--- src/rtl/zstd_hash_task_dispatcher.sv ---
// Byte-stream front end for the match-search walker: slides a 4-byte window over
// the input, hashes every full window and queues (hash, offset) tasks in a FWFT FIFO.
module zstd_hash_task_dispatcher #(
  parameter int unsigned HASH_WIDTH = 32,
  parameter int unsigned ADDR_WIDTH = 32,
  parameter int unsigned FIFO_DEPTH = 4,
  parameter logic [31:0] HASH_MULT  = 32'h9E3779B1
) (
  input  logic                  clk,
  input  logic                  rst_n,
  input  logic                  start,
  input  logic [ADDR_WIDTH-1:0] base_offset,
  input  logic                  in_valid,
  input  logic [7:0]            in_data,
  input  logic                  in_last,
  output logic                  in_ready,
  output logic                  task_valid,
  output logic [HASH_WIDTH-1:0] task_hash,
  output logic [ADDR_WIDTH-1:0] task_offset,
  input  logic                  walker_ready,
  output logic                  busy,
  output logic                  done,
  output logic [ADDR_WIDTH-1:0] tasks_issued
);

  localparam int unsigned PTR_W = $clog2(FIFO_DEPTH);

  typedef enum logic [1:0] {
    ST_IDLE,
    ST_ACTIVE,
    ST_DRAIN
  } state_e;

  state_e                state_q, state_d;
  // Only the three newest bytes are history; the fourth is always the incoming byte.
  logic [23:0]           window_q, window_d;
  logic [2:0]            byte_cnt_q, byte_cnt_d;
  logic [ADDR_WIDTH-1:0] pos_q, pos_d;
  logic [ADDR_WIDTH-1:0] issued_q, issued_d;
  logic [PTR_W:0]        wr_ptr_q, wr_ptr_d;
  logic [PTR_W:0]        rd_ptr_q, rd_ptr_d;
  logic                  done_q, done_d;

  logic [HASH_WIDTH-1:0] hash_mem [FIFO_DEPTH];
  logic [ADDR_WIDTH-1:0] off_mem  [FIFO_DEPTH];

  logic                  fifo_empty;
  logic                  fifo_full;
  logic                  accept;
  logic                  push;
  logic                  pop;
  logic [31:0]           new_window;
  logic [31:0]           prod;
  logic [ADDR_WIDTH-1:0] push_offset;

  assign fifo_empty  = (wr_ptr_q == rd_ptr_q);
  assign fifo_full   = (wr_ptr_q[PTR_W] != rd_ptr_q[PTR_W]) &&
                       (wr_ptr_q[PTR_W-1:0] == rd_ptr_q[PTR_W-1:0]);
  assign accept      = (state_q == ST_ACTIVE) && in_valid && !fifo_full;
  assign push        = accept && (byte_cnt_q >= 3'd3);
  assign pop         = !fifo_empty && walker_ready;
  assign new_window  = {window_q, in_data};
  assign prod        = new_window * HASH_MULT;
  assign push_offset = pos_q - ADDR_WIDTH'(3);

  assign in_ready     = (state_q == ST_ACTIVE) && !fifo_full;
  assign task_valid   = !fifo_empty;
  assign task_hash    = fifo_empty ? '0 : hash_mem[rd_ptr_q[PTR_W-1:0]];
  assign task_offset  = fifo_empty ? '0 : off_mem[rd_ptr_q[PTR_W-1:0]];
  assign busy         = (state_q != ST_IDLE);
  assign done         = done_q;
  assign tasks_issued = issued_q;

  always_comb begin
    state_d    = state_q;
    window_d   = window_q;
    byte_cnt_d = byte_cnt_q;
    pos_d      = pos_q;
    issued_d   = issued_q + ADDR_WIDTH'(pop);
    wr_ptr_d   = wr_ptr_q + {{PTR_W{1'b0}}, push};
    rd_ptr_d   = rd_ptr_q + {{PTR_W{1'b0}}, pop};
    done_d     = 1'b0;
    unique case (state_q)
      ST_IDLE: begin
        if (start) begin
          state_d    = ST_ACTIVE;
          pos_d      = base_offset;
          window_d   = '0;
          byte_cnt_d = '0;
          issued_d   = '0;
        end
      end
      ST_ACTIVE: begin
        if (accept) begin
          window_d = new_window[23:0];
          pos_d    = pos_q + ADDR_WIDTH'(1);
          if (byte_cnt_q < 3'd4) begin
            byte_cnt_d = byte_cnt_q + 3'd1;
          end
          if (in_last) begin
            state_d = ST_DRAIN;
          end
        end
      end
      ST_DRAIN: begin
        if (fifo_empty) begin
          state_d = ST_IDLE;
          done_d  = 1'b1;
        end
      end
      default: state_d = ST_IDLE;
    endcase
  end

  always_ff @(posedge clk or negedge rst_n) begin
    if (!rst_n) begin
      state_q    <= ST_IDLE;
      window_q   <= '0;
      byte_cnt_q <= '0;
      pos_q      <= '0;
      issued_q   <= '0;
      wr_ptr_q   <= '0;
      rd_ptr_q   <= '0;
      done_q     <= 1'b0;
    end else begin
      state_q    <= state_d;
      window_q   <= window_d;
      byte_cnt_q <= byte_cnt_d;
      pos_q      <= pos_d;
      issued_q   <= issued_d;
      wr_ptr_q   <= wr_ptr_d;
      rd_ptr_q   <= rd_ptr_d;
      done_q     <= done_d;
    end
  end

  // Storage needs no reset: entries are only observable between the pointers.
  always_ff @(posedge clk) begin
    if (push) begin
      hash_mem[wr_ptr_q[PTR_W-1:0]] <= prod[31 -: HASH_WIDTH];
      off_mem[wr_ptr_q[PTR_W-1:0]]  <= push_offset;
    end
  end

endmodule
--- config.mk ---
export PLATFORM = sky130hd
export DESIGN_NAME = zstd_hash_task_dispatcher
export DESIGN_NICKNAME = d
export VERILOG_FILES = /design/src/rtl/zstd_hash_task_dispatcher.sv
export SDC_FILE = /design/constraint.sdc
export NUM_CORES = 1
export LEC_CHECK = 0
export BUFFER_PORTS_ARGS = -buffer_cell sky130_fd_sc_hd__buf_2
export CAP_MARGIN = 10
export CORE_MARGIN = 5
export CORE_UTILIZATION = 30
export DETAILED_ROUTE_END_ITERATION = 6
export GPL_TIMING_DRIVEN = 0
export PLACE_DENSITY_LB_ADDON = 0.05
export SLEW_MARGIN = 20
export SYNTH_ARGS = -nofsm -noshare
export SYNTH_HDL_FRONTEND = slang
export SYNTH_SLANG_ARGS = --single-unit
--- constraint.sdc ---
create_clock -name clk -period 8.07 [get_ports clk]
set_clock_uncertainty 0.2 [all_clocks]
set_input_delay 0 -clock clk [delete_from_list [all_inputs] [get_ports clk]]
set_output_delay 0 -clock clk [all_outputs]
set_load 0.03 [all_outputs]
======== After elaboration in Yosys (flattened, before gate mapping) ========
Memories as Yosys holds them, arrays and structs flattened.
Index checks and enable logic that the tools add are counted.
operators by class
  $add $sub $neg .......................... 6
  multipliers ............................. 1
  magnitude comparators ................... 2
  equal/unequal tests ..................... 10
  multiplexer cells ....................... 23
  reductions and logical operators ........ 14
operators with widths
  kind                                                 count
  two-way mux 32 bit                                   6
  case mux 32 bit (2 select lines)                     1
  two-way mux 24 bit                                   2
  case mux 24 bit (2 select lines)                     1
  adder 32 x 1 -> 32 bit                               1
  adder 32 x 1 -> 32 bit, second input constant        1
  multiplier 32 x 32 -> 32 bit, second input constant  1
  subtractor 32 x 2 -> 32 bit, second input constant   1
  two-way mux 3 bit                                    3
  two-way mux 2 bit                                    4
  inequality test 2 bit, second input constant         4
  AND reduction 4 bit                                  2
  adder 3 x 1 -> 3 bit                                 2
  logical AND 1 bit                                    6
  case mux 2 bit (3 select lines)                      1
  case mux 3 bit (2 select lines)                      1
  two-way mux 1 bit                                    4
  nonzero test 2 bit                                   2
  adder 3 x 1 -> 3 bit, second input constant          1
  equality test 3 bit                                  1
  >= comparator 3 x 2 -> 1 bit, second input constant  1
  < comparator 3 bit, second input constant            1
  AND reduction 3 bit                                  1
  equality test 2 x 1 -> 1 bit, second input constant  1
  6 further kinds                                      7
word-level totals
  bits in registers ....................... 100
  RAM bits ................................ 256
  input bits .............................. 46
  output and inout bits ................... 100
  word-level logic and storage cells ...... 66
  memories ................................ 2
memories
  memory    depth  bits a word  rd ports  clocked after memory_dff  wr ports  RTL line  text
  hash_mem  4      32           1         0                         1         44        logic [HASH_WIDTH-1:0] hash_mem [FIFO_DEPTH];
  off_mem   4      32           1         0                         1         45        logic [ADDR_WIDTH-1:0] off_mem [FIFO_DEPTH];

======== Logic depth before layout (Yosys ltp) ========
Gate-level depths: netlist of the first run.
  word-level depth ........................ 7
  depth in mapped cells ................... 24

======== Worst setup path after synthesis of the first run ========
OpenSTA, ideal clock, no wires.
  kind .................................... register -> register
  from .................................... register wr_ptr_q[0]
  to ...................................... memory hash_mem[2][0], enable pin
  setup time .............................. 666 ps
  data arrival time ....................... 8087 ps
  path slack .............................. -883 ps
  stages on the path, launching flop included .. 5
  clock period less this slack ............ 8953 ps
  path through ............................ dfrtp_1 > xnor2_1 > a31oi_1 > nand2_1 > nor4b_1
on the way
  longest elaborated chain between the ends .. 7
RTL lines
  what                                     RTL line  text
  start: declaration                       40        logic [PTR_W:0] wr_ptr_q, wr_ptr_d;
  start signal: assignment                 131       wr_ptr_q <= wr_ptr_d;
  equality test 2 bit                      58        (wr_ptr_q[PTR_W-1:0] == rd_ptr_q[PTR_W-1:0]);
  logical AND 1 bit                        57        assign fifo_full = (wr_ptr_q[PTR_W] != rd_ptr_q[PTR_W]) &&
  zero test 1 bit                          59        assign accept = (state_q == ST_ACTIVE) && in_valid && !fifo_full;
  logical AND 1 bit                        59
  logical AND 1 bit                        60        assign push = accept && (byte_cnt_q >= 3'd3);
  two-way mux 1 bit                        139       if (push) begin
  two-way mux 1 bit (not written as such)  140       hash_mem[wr_ptr_q[PTR_W-1:0]] <= prod[31 -: HASH_WIDTH];
  end: declaration                         44
Several ways; a longest one is shown, not always the timed one.

======== Worst setup path after layout of the first run ========
  from .................................... input in_data[4]
  to ...................................... memory hash_mem[3][27], data pin
on the way
  longest elaborated chain between the ends .. 1
RTL lines
  what                          RTL line  text
  start: declaration            14        input logic [7:0] in_data,
  multiplier 32 x 32 -> 32 bit  63        assign prod = new_window * HASH_MULT;
  named net prod[27]            53        logic [31:0] prod;
The timed path passes the listed nets, and every way through them passes these cells.

==> results of run 1 <==
-- timing repair --
item / in CTS / in global routing
endpoints found under the setup margin: 0 / 8
endpoints found under the hold margin: 175 / 0
hold buffers: 51 / 0
resized for setup: 0 / 2
-- through the flow --
stage	cell area, sq um	util	setup slack, ps	hold WS (ps)	setup TNS, ps
finish	28500	0.355	445	72.1	0
global route	28500	0.355	117	77.8	0
CTS	28500	0.355	262	40.2	0
detailed placement	26600	0.332	202	-162	0
global placement	26300	0.327	-1430	106	-170820
floorplan	24200	-	1380	-496	0
-- routing by layer --
| metal | vias up | GRT usage | routed length [microns] |
|---|---|---|---|
| met2 | 222 | 0.266 | 32900 |
| met3 | 82 | 0.0171 | 1880 |
| met1 | 7931 | 0.230 | 32900 |
| met4 | 0 | 0.0395 | 1550 |
| met5 | - | 0 | 0 |
| li1 | 7248 | - | - |
-- cell usage after synthesis, types with 7 or more instances --
| cell type | instances | area [sq um] |
|---|---|---|
| and2_1 | 8 | 50.1 |
| buf_1 | 8 | 30.0 |
| a21o_1 | 7 | 52.6 |
| clkbuf_1 | 49 | 184 |
| nand2b_1 | 10 | 62.6 |
| o22ai_1 | 8 | 50.1 |
| nor3_1 | 22 | 110 |
| mux4_2 | 64 | 1440 |
| or3_1 | 8 | 50.1 |
| xnor2_1 | 64 | 561 |
| o21ai_0 | 78 | 390 |
| nor2_1 | 77 | 289 |
| nand4_1 | 16 | 100 |
| o31ai_1 | 9 | 67.6 |
| dfrtp_1 | 100 | 2500 |
| a211oi_1 | 10 | 75.1 |
| edfxtp_1 | 256 | 7690 |
| nand3_1 | 47 | 235 |
| inv_1 | 374 | 1400 |
| nor2b_1 | 70 | 438 |
| xor2_1 | 46 | 403 |
| a21oi_1 | 67 | 335 |
| fa_1 | 204 | 4080 |
| and3_1 | 21 | 131 |
| nor4_1 | 7 | 43.8 |
| a31oi_1 | 10 | 62.6 |
| ha_1 | 196 | 2450 |
| nand2_1 | 73 | 274 |
-- worst max-delay path, stage by stage --
cell and delay [ps]:
dlygate4sd3_1 520, buf_2 410, inv_1 240, fa_1 580, inv_1 50, fa_1 370
fa_1 490, inv_1 50, fa_1 470, inv_1 50, fa_1 500, inv_1 50
fa_1 540, inv_1 60, fa_1 470, inv_1 50, fa_1 540, inv_1 70
ha_1 350, and3_1 220, nand4_1 110, a211o_1 350, a31oi_2 320, nor3_1 110
or4b_2 610, nand3_1 200
-- cell families (layout without fill, tap and decap cells) --
logic type,Yosys count,in the layout
flops,356,356
mux,65,65
buf+inv,437,731
xor+xnor,110,110
compound gates,226,226
fa+ha+maj,400,400
simple gates,385,385
-- sequential cells by signal (all words and copies together), names as in the netlist --
| signal | count |
|---|---|
| rd_ptr_q | 3 |
| wr_ptr_q | 3 |
| state_q | 2 |
| tasks_issued | 32 |
| pos_q | 32 |
| hash_mem | 128 |
| byte_cnt_q | 3 |
| done | 1 |
| off_mem | 128 |
| window_q | 24 |
-- path summary, 6_finish.rpt --
check | startpoint | end | cells past startpoint
hold reg to reg | window_q[22] | window_q[22] | 2
setup / recovery | in_data[4] | hash_mem[3][27] | 26
min in group asynchronous | rst_n | pos_q[11] | 4
hold / removal | base_offset[26] | pos_q[26] | 4
max in group asynchronous | rst_n | tasks_issued[4] | 4
setup reg to reg | window_q[2] | hash_mem[3][27] | 22
-- area by class of cell --
| cell class | count | area, sq um |
|---|---|---|
| sequential | 356 | 10200 |
| clock inverter | 26 | 288 |
| fill | 8000 | 51800 |
| buffer | 63 | 251 |
| clock buffer | 49 | 1080 |
| inverter | 374 | 1400 |
| tap | 1060 | 1330 |
| multi-input combinational | 1186 | 12400 |
| timing repair buffer | 219 | 1580 |
==> results_dict.tcl, run 1 <==
set metrics [dict create \
    mappedNetlistNets 2425 \
    antenna_found_initial 0 \
    ys.flop_type "edfxtp_1" \
    yosysUniqueCellTypes 66 \
    final_cells 3333 \
    fin_crit_sh 0.945 \
    synth-edff-count 256 \
    yosysWarningCount 0 \
    setup_viol 0 \
    drc_errors 0 \
    muxShareOfSynthArea 0.0600 \
    min_path_type "input pin to register" \
    grt_max_degree 58 \
    synthCells 1979 \
    synth-simple-area-share 0.0847 \
    period_needed_ps 7630 \
    die_w_microns 294 \
    critPathMaxFanout 10 \
    drive_gt1_frac 0.140 \
    dp_hpwl_microns 54000 \
    placedCellCount 3207 \
    finalNetCount 2687 \
    grt_pass1_wl_microns 107000 \
    ctsHtreeMaxLevel 2 \
    postSynth.asyncResetShare 0.281 \
    io_buffers 145 \
    synth-seq-area-share 0.421 \
    die_h_microns 294 \
    critPathRequiredTime_ps 8240 \
    endpoint_kind "register" \
    final_cell_mix "inv_1 (374), edfxtp_1 (256), fa_1 (204)" \
    area_growth_pct 17.9 \
    gp_congestion 0.839 \
    cts_buffer_depth 3 \
    insertion_delay_ps 570 \
    synth_xor_area_frac 0.0398 \
    grt_usage 0.161 \
    crit_type "input pin to register" \
    rsz0062_at_grt "no" \
    status "finished, final reports clean" \
    maxSlewViolCount 0 \
    syn_area_per_cell_sq_um 12.2 \
    layout_commonest_cell "inv_1" \
    n_antenna_cell 0 \
    first_pass_iters 5 \
    synth_fa_ha_area_frac 0.270 \
    syn_area_sq_um 24200 \
    cts_setup_buffers 0 \
    max_slew_margin 0.284 \
    antenna_left 0 \
    cts_tree "yes" \
    arrival_ps 7800 \
    hold_violations 0 \
    via_per_inst 4.65 \
    numCtsBuffers 41 \
    grt.overflow.total 0 \
    detail_route.wl_per_cell_microns 20.8 \
    start_util 0.301 \
    startpoint_type "input pin" \
    die_area_sq_um 86400 \
    synth_top_family_by_area "adder cells" \
    drt-total-wl_microns 69200 \
    max_freq_mhz 131 \
    cts.sinks 356 \
    dr_total_vias 15500 \
    clk_pin_slew_ps 60 \
    tightest_slew_ps 1070 \
    rrSetupSlack_ps 550 \
    core_sq_um 80300 \
    ioPinCount 146 \
    grt_pass1_vias 16900 \
    num_rows 104 \
    ctsRootBufferMaster "clkbuf_16" \
    drtIter0Drc 776 \
    synth_compound_area_frac 0.0560 \
    max_cap_violations 0 \
    ys_ff_latch 356 \
]
Power of run 1 is left out: the tool's default activity adds up to more than one toggle a clock period on the data nets, which glitch-free logic cannot reach.
==> inputs of run 2 (changes only) <==
--- a/config.mk
+++ b/config.mk
@@ -11,7 +11,7 @@
 export CORE_UTILIZATION = 30
 export DETAILED_ROUTE_END_ITERATION = 6
 export GPL_TIMING_DRIVEN = 0
-export PLACE_DENSITY_LB_ADDON = 0.05
+export PLACE_DENSITY = 0.58
 export SLEW_MARGIN = 20
 export SYNTH_ARGS = -nofsm -noshare
 export SYNTH_HDL_FRONTEND = slang
==> results_dict.tcl, run 2 (synthesis results as in run 1) <==
set metrics [dict create \
    rsz0062_at_grt "no" \
    area_growth_pct 17.2 \
    min_path_type "input pin to register" \
    max_cap_violations 0 \
    max_freq_mhz 131 \
    via_per_inst 4.72 \
    crit_buf_inv 6 \
    grt_max_degree 53 \
    arrival_ps 7690 \
    period_needed_ps 7660 \
    startpoint_type "register" \
    ioPinCount 146 \
    cp-startpoint "window_q[1]" \
    reg2regPathDepth 22 \
    placedCellCount 3205 \
    wl_met3_microns 2530 \
    cp_top_family "adder cells" \
    num_rows 104 \
    first_pass_iters 5 \
    grt_pass1_vias 16900 \
    finalNetCount 2681 \
    insertion_delay_ps 560 \
    r2r_end "hash_mem[2][30]" \
    timing.rr.start "window_q[1]" \
    dr_total_vias 15700 \
    met1_length_microns 26400 \
    routed.top_layer "met4" \
    place_ws_ps 416 \
    final_cells 3323 \
    worst-path-stages 22 \
    max_slew_margin 0.357 \
    maxSlewViolCount 0 \
    die_w_microns 294 \
    slowest_delay_ps 750 \
    slowest_stage "dfrtp_1" \
    start_util 0.301 \
    final_cell_mix "inv_1 (374), edfxtp_1 (256), fa_1 (204)" \
    met2WireLength_microns 31200 \
    layout_commonest_cell "inv_1" \
    grt_usage 0.143 \
    fin_ws_ps 410 \
    grt.overflow.total 0 \
    clk_pin_slew_ps 70 \
    antenna_found_initial 0 \
    critPathRequiredTime_ps 8100 \
    setup_viol 0 \
    cts.sinks 356 \
    drive_gt1_frac 0.138 \
    rrSetupSlack_ps 410 \
    cts_buffer_depth 3 \
    setup.worst_path.end "hash_mem[2][30]" \
    hold_violations 0 \
    drc_errors 0 \
    core_sq_um 80300 \
    cts_resized 0 \
    critPathMaxFanout 9 \
    ctsHtreeMaxLevel 2 \
    drtIter0Drc 1053 \
    grt_pass1_wl_microns 97200 \
    numCtsBuffers 38 \
    io_buffers 145 \
    antenna_left 0 \
    tightest_slew_ps 964 \
    status "finished, final reports clean" \
    ctsRootBufferMaster "clkbuf_16" \
    dp_hpwl_microns 47200 \
    n_antenna_cell 0 \
    die_h_microns 294 \
    die_area_sq_um 86400 \
    drt-total-wl_microns 61800 \
    utilization 0.353 \
    cts_tree "yes" \
    crit_top_cell "fa_1" \
    crit_type "register to register" \
    critical_path.cell_chain "inv_1 -> fa_1 -> inv_1 -> fa_1 -> inv_1 -> fa_1 -> fa_1 -> inv_1 -> fa_1 -> inv_1 -> fa_1 -> fa_1 -> fa_1 -> inv_1 -> ha_1 -> and3_1 -> and2_1 -> a31oi_1 -> nand3_1 -> a41oi_1 -> mux2i_1 -> o21ai_0" \
    fin_crit_sh 0.949 \
    detail_route.wl_per_cell_microns 18.6 \
    gp_congestion 0.915 \
    endpoint_kind "register" \
]
## run 2: layer usage
metal | global-route usage | vias to the layer above
met4 | 0.0387 | 0
met3 | 0.0139 | 98
li1 | - | 7227
met2 | 0.251 | 400
met5 | 0 | -
met1 | 0.189 | 7971
## run 2: worst min path at each step
stage	cells after the start	endpoint	slack [ps]	from
2_1_floorplan	0	byte_cnt_q[0]	-500	rst_n
3_3_place_gp	3	state_q[1]	60	in_last
3_5_place_dp	1	tasks_issued[10]	-210	rst_n
4_1_cts	4	pos_q[11]	70	base_offset[11]
5_1_grt	4	pos_q[22]	110	base_offset[22]
6_report	4	pos_q[11]	100	base_offset[11]
## run 2: final cells by class
cell class	count	area, sq um
multi-input combinational	1186	12400
fill	7804	51900
buffer	63	251
sequential	356	10200
clock buffer	48	1020
timing repair buffer	216	1540
clock inverter	20	228
tap	1060	1330
inverter	374	1400
## run 2: timing repair
item	in CTS	in global routing
hold endpoints to repair	180	0
setup buffers	0	0
hold buffers	50	0
## run 2: worst register-to-register path, stage by stage, from the launching register on
cell     delay [ps]
dfrtp_1         750
inv_1           300
fa_1            540
inv_1            50
fa_1            350
inv_1            80
fa_1            470
fa_1            510
inv_1            50
fa_1            490
inv_1            50
fa_1            540
fa_1            420
fa_1            490
inv_1            40
ha_1            330
and3_1          200
and2_1          160
a31oi_1         140
nand3_1         190
a41oi_1         530
mux2i_1         230
o21ai_0         220
## run 2: through the flow
step / setup TNS, ps / hold WS, ps / instance area [sq um]
2_1_floorplan: 0 / -496 / 24200
3_3_place_gp: -97880 / 59.7 / 26300
3_5_place_dp: 0 / -209 / 26600
4_1_cts: 0 / 72.4 / 28400
5_1_grt: 0 / 109 / 28400
6_report: 0 / 98.5 / 28400
Power of run 2 is left out for the same reason.
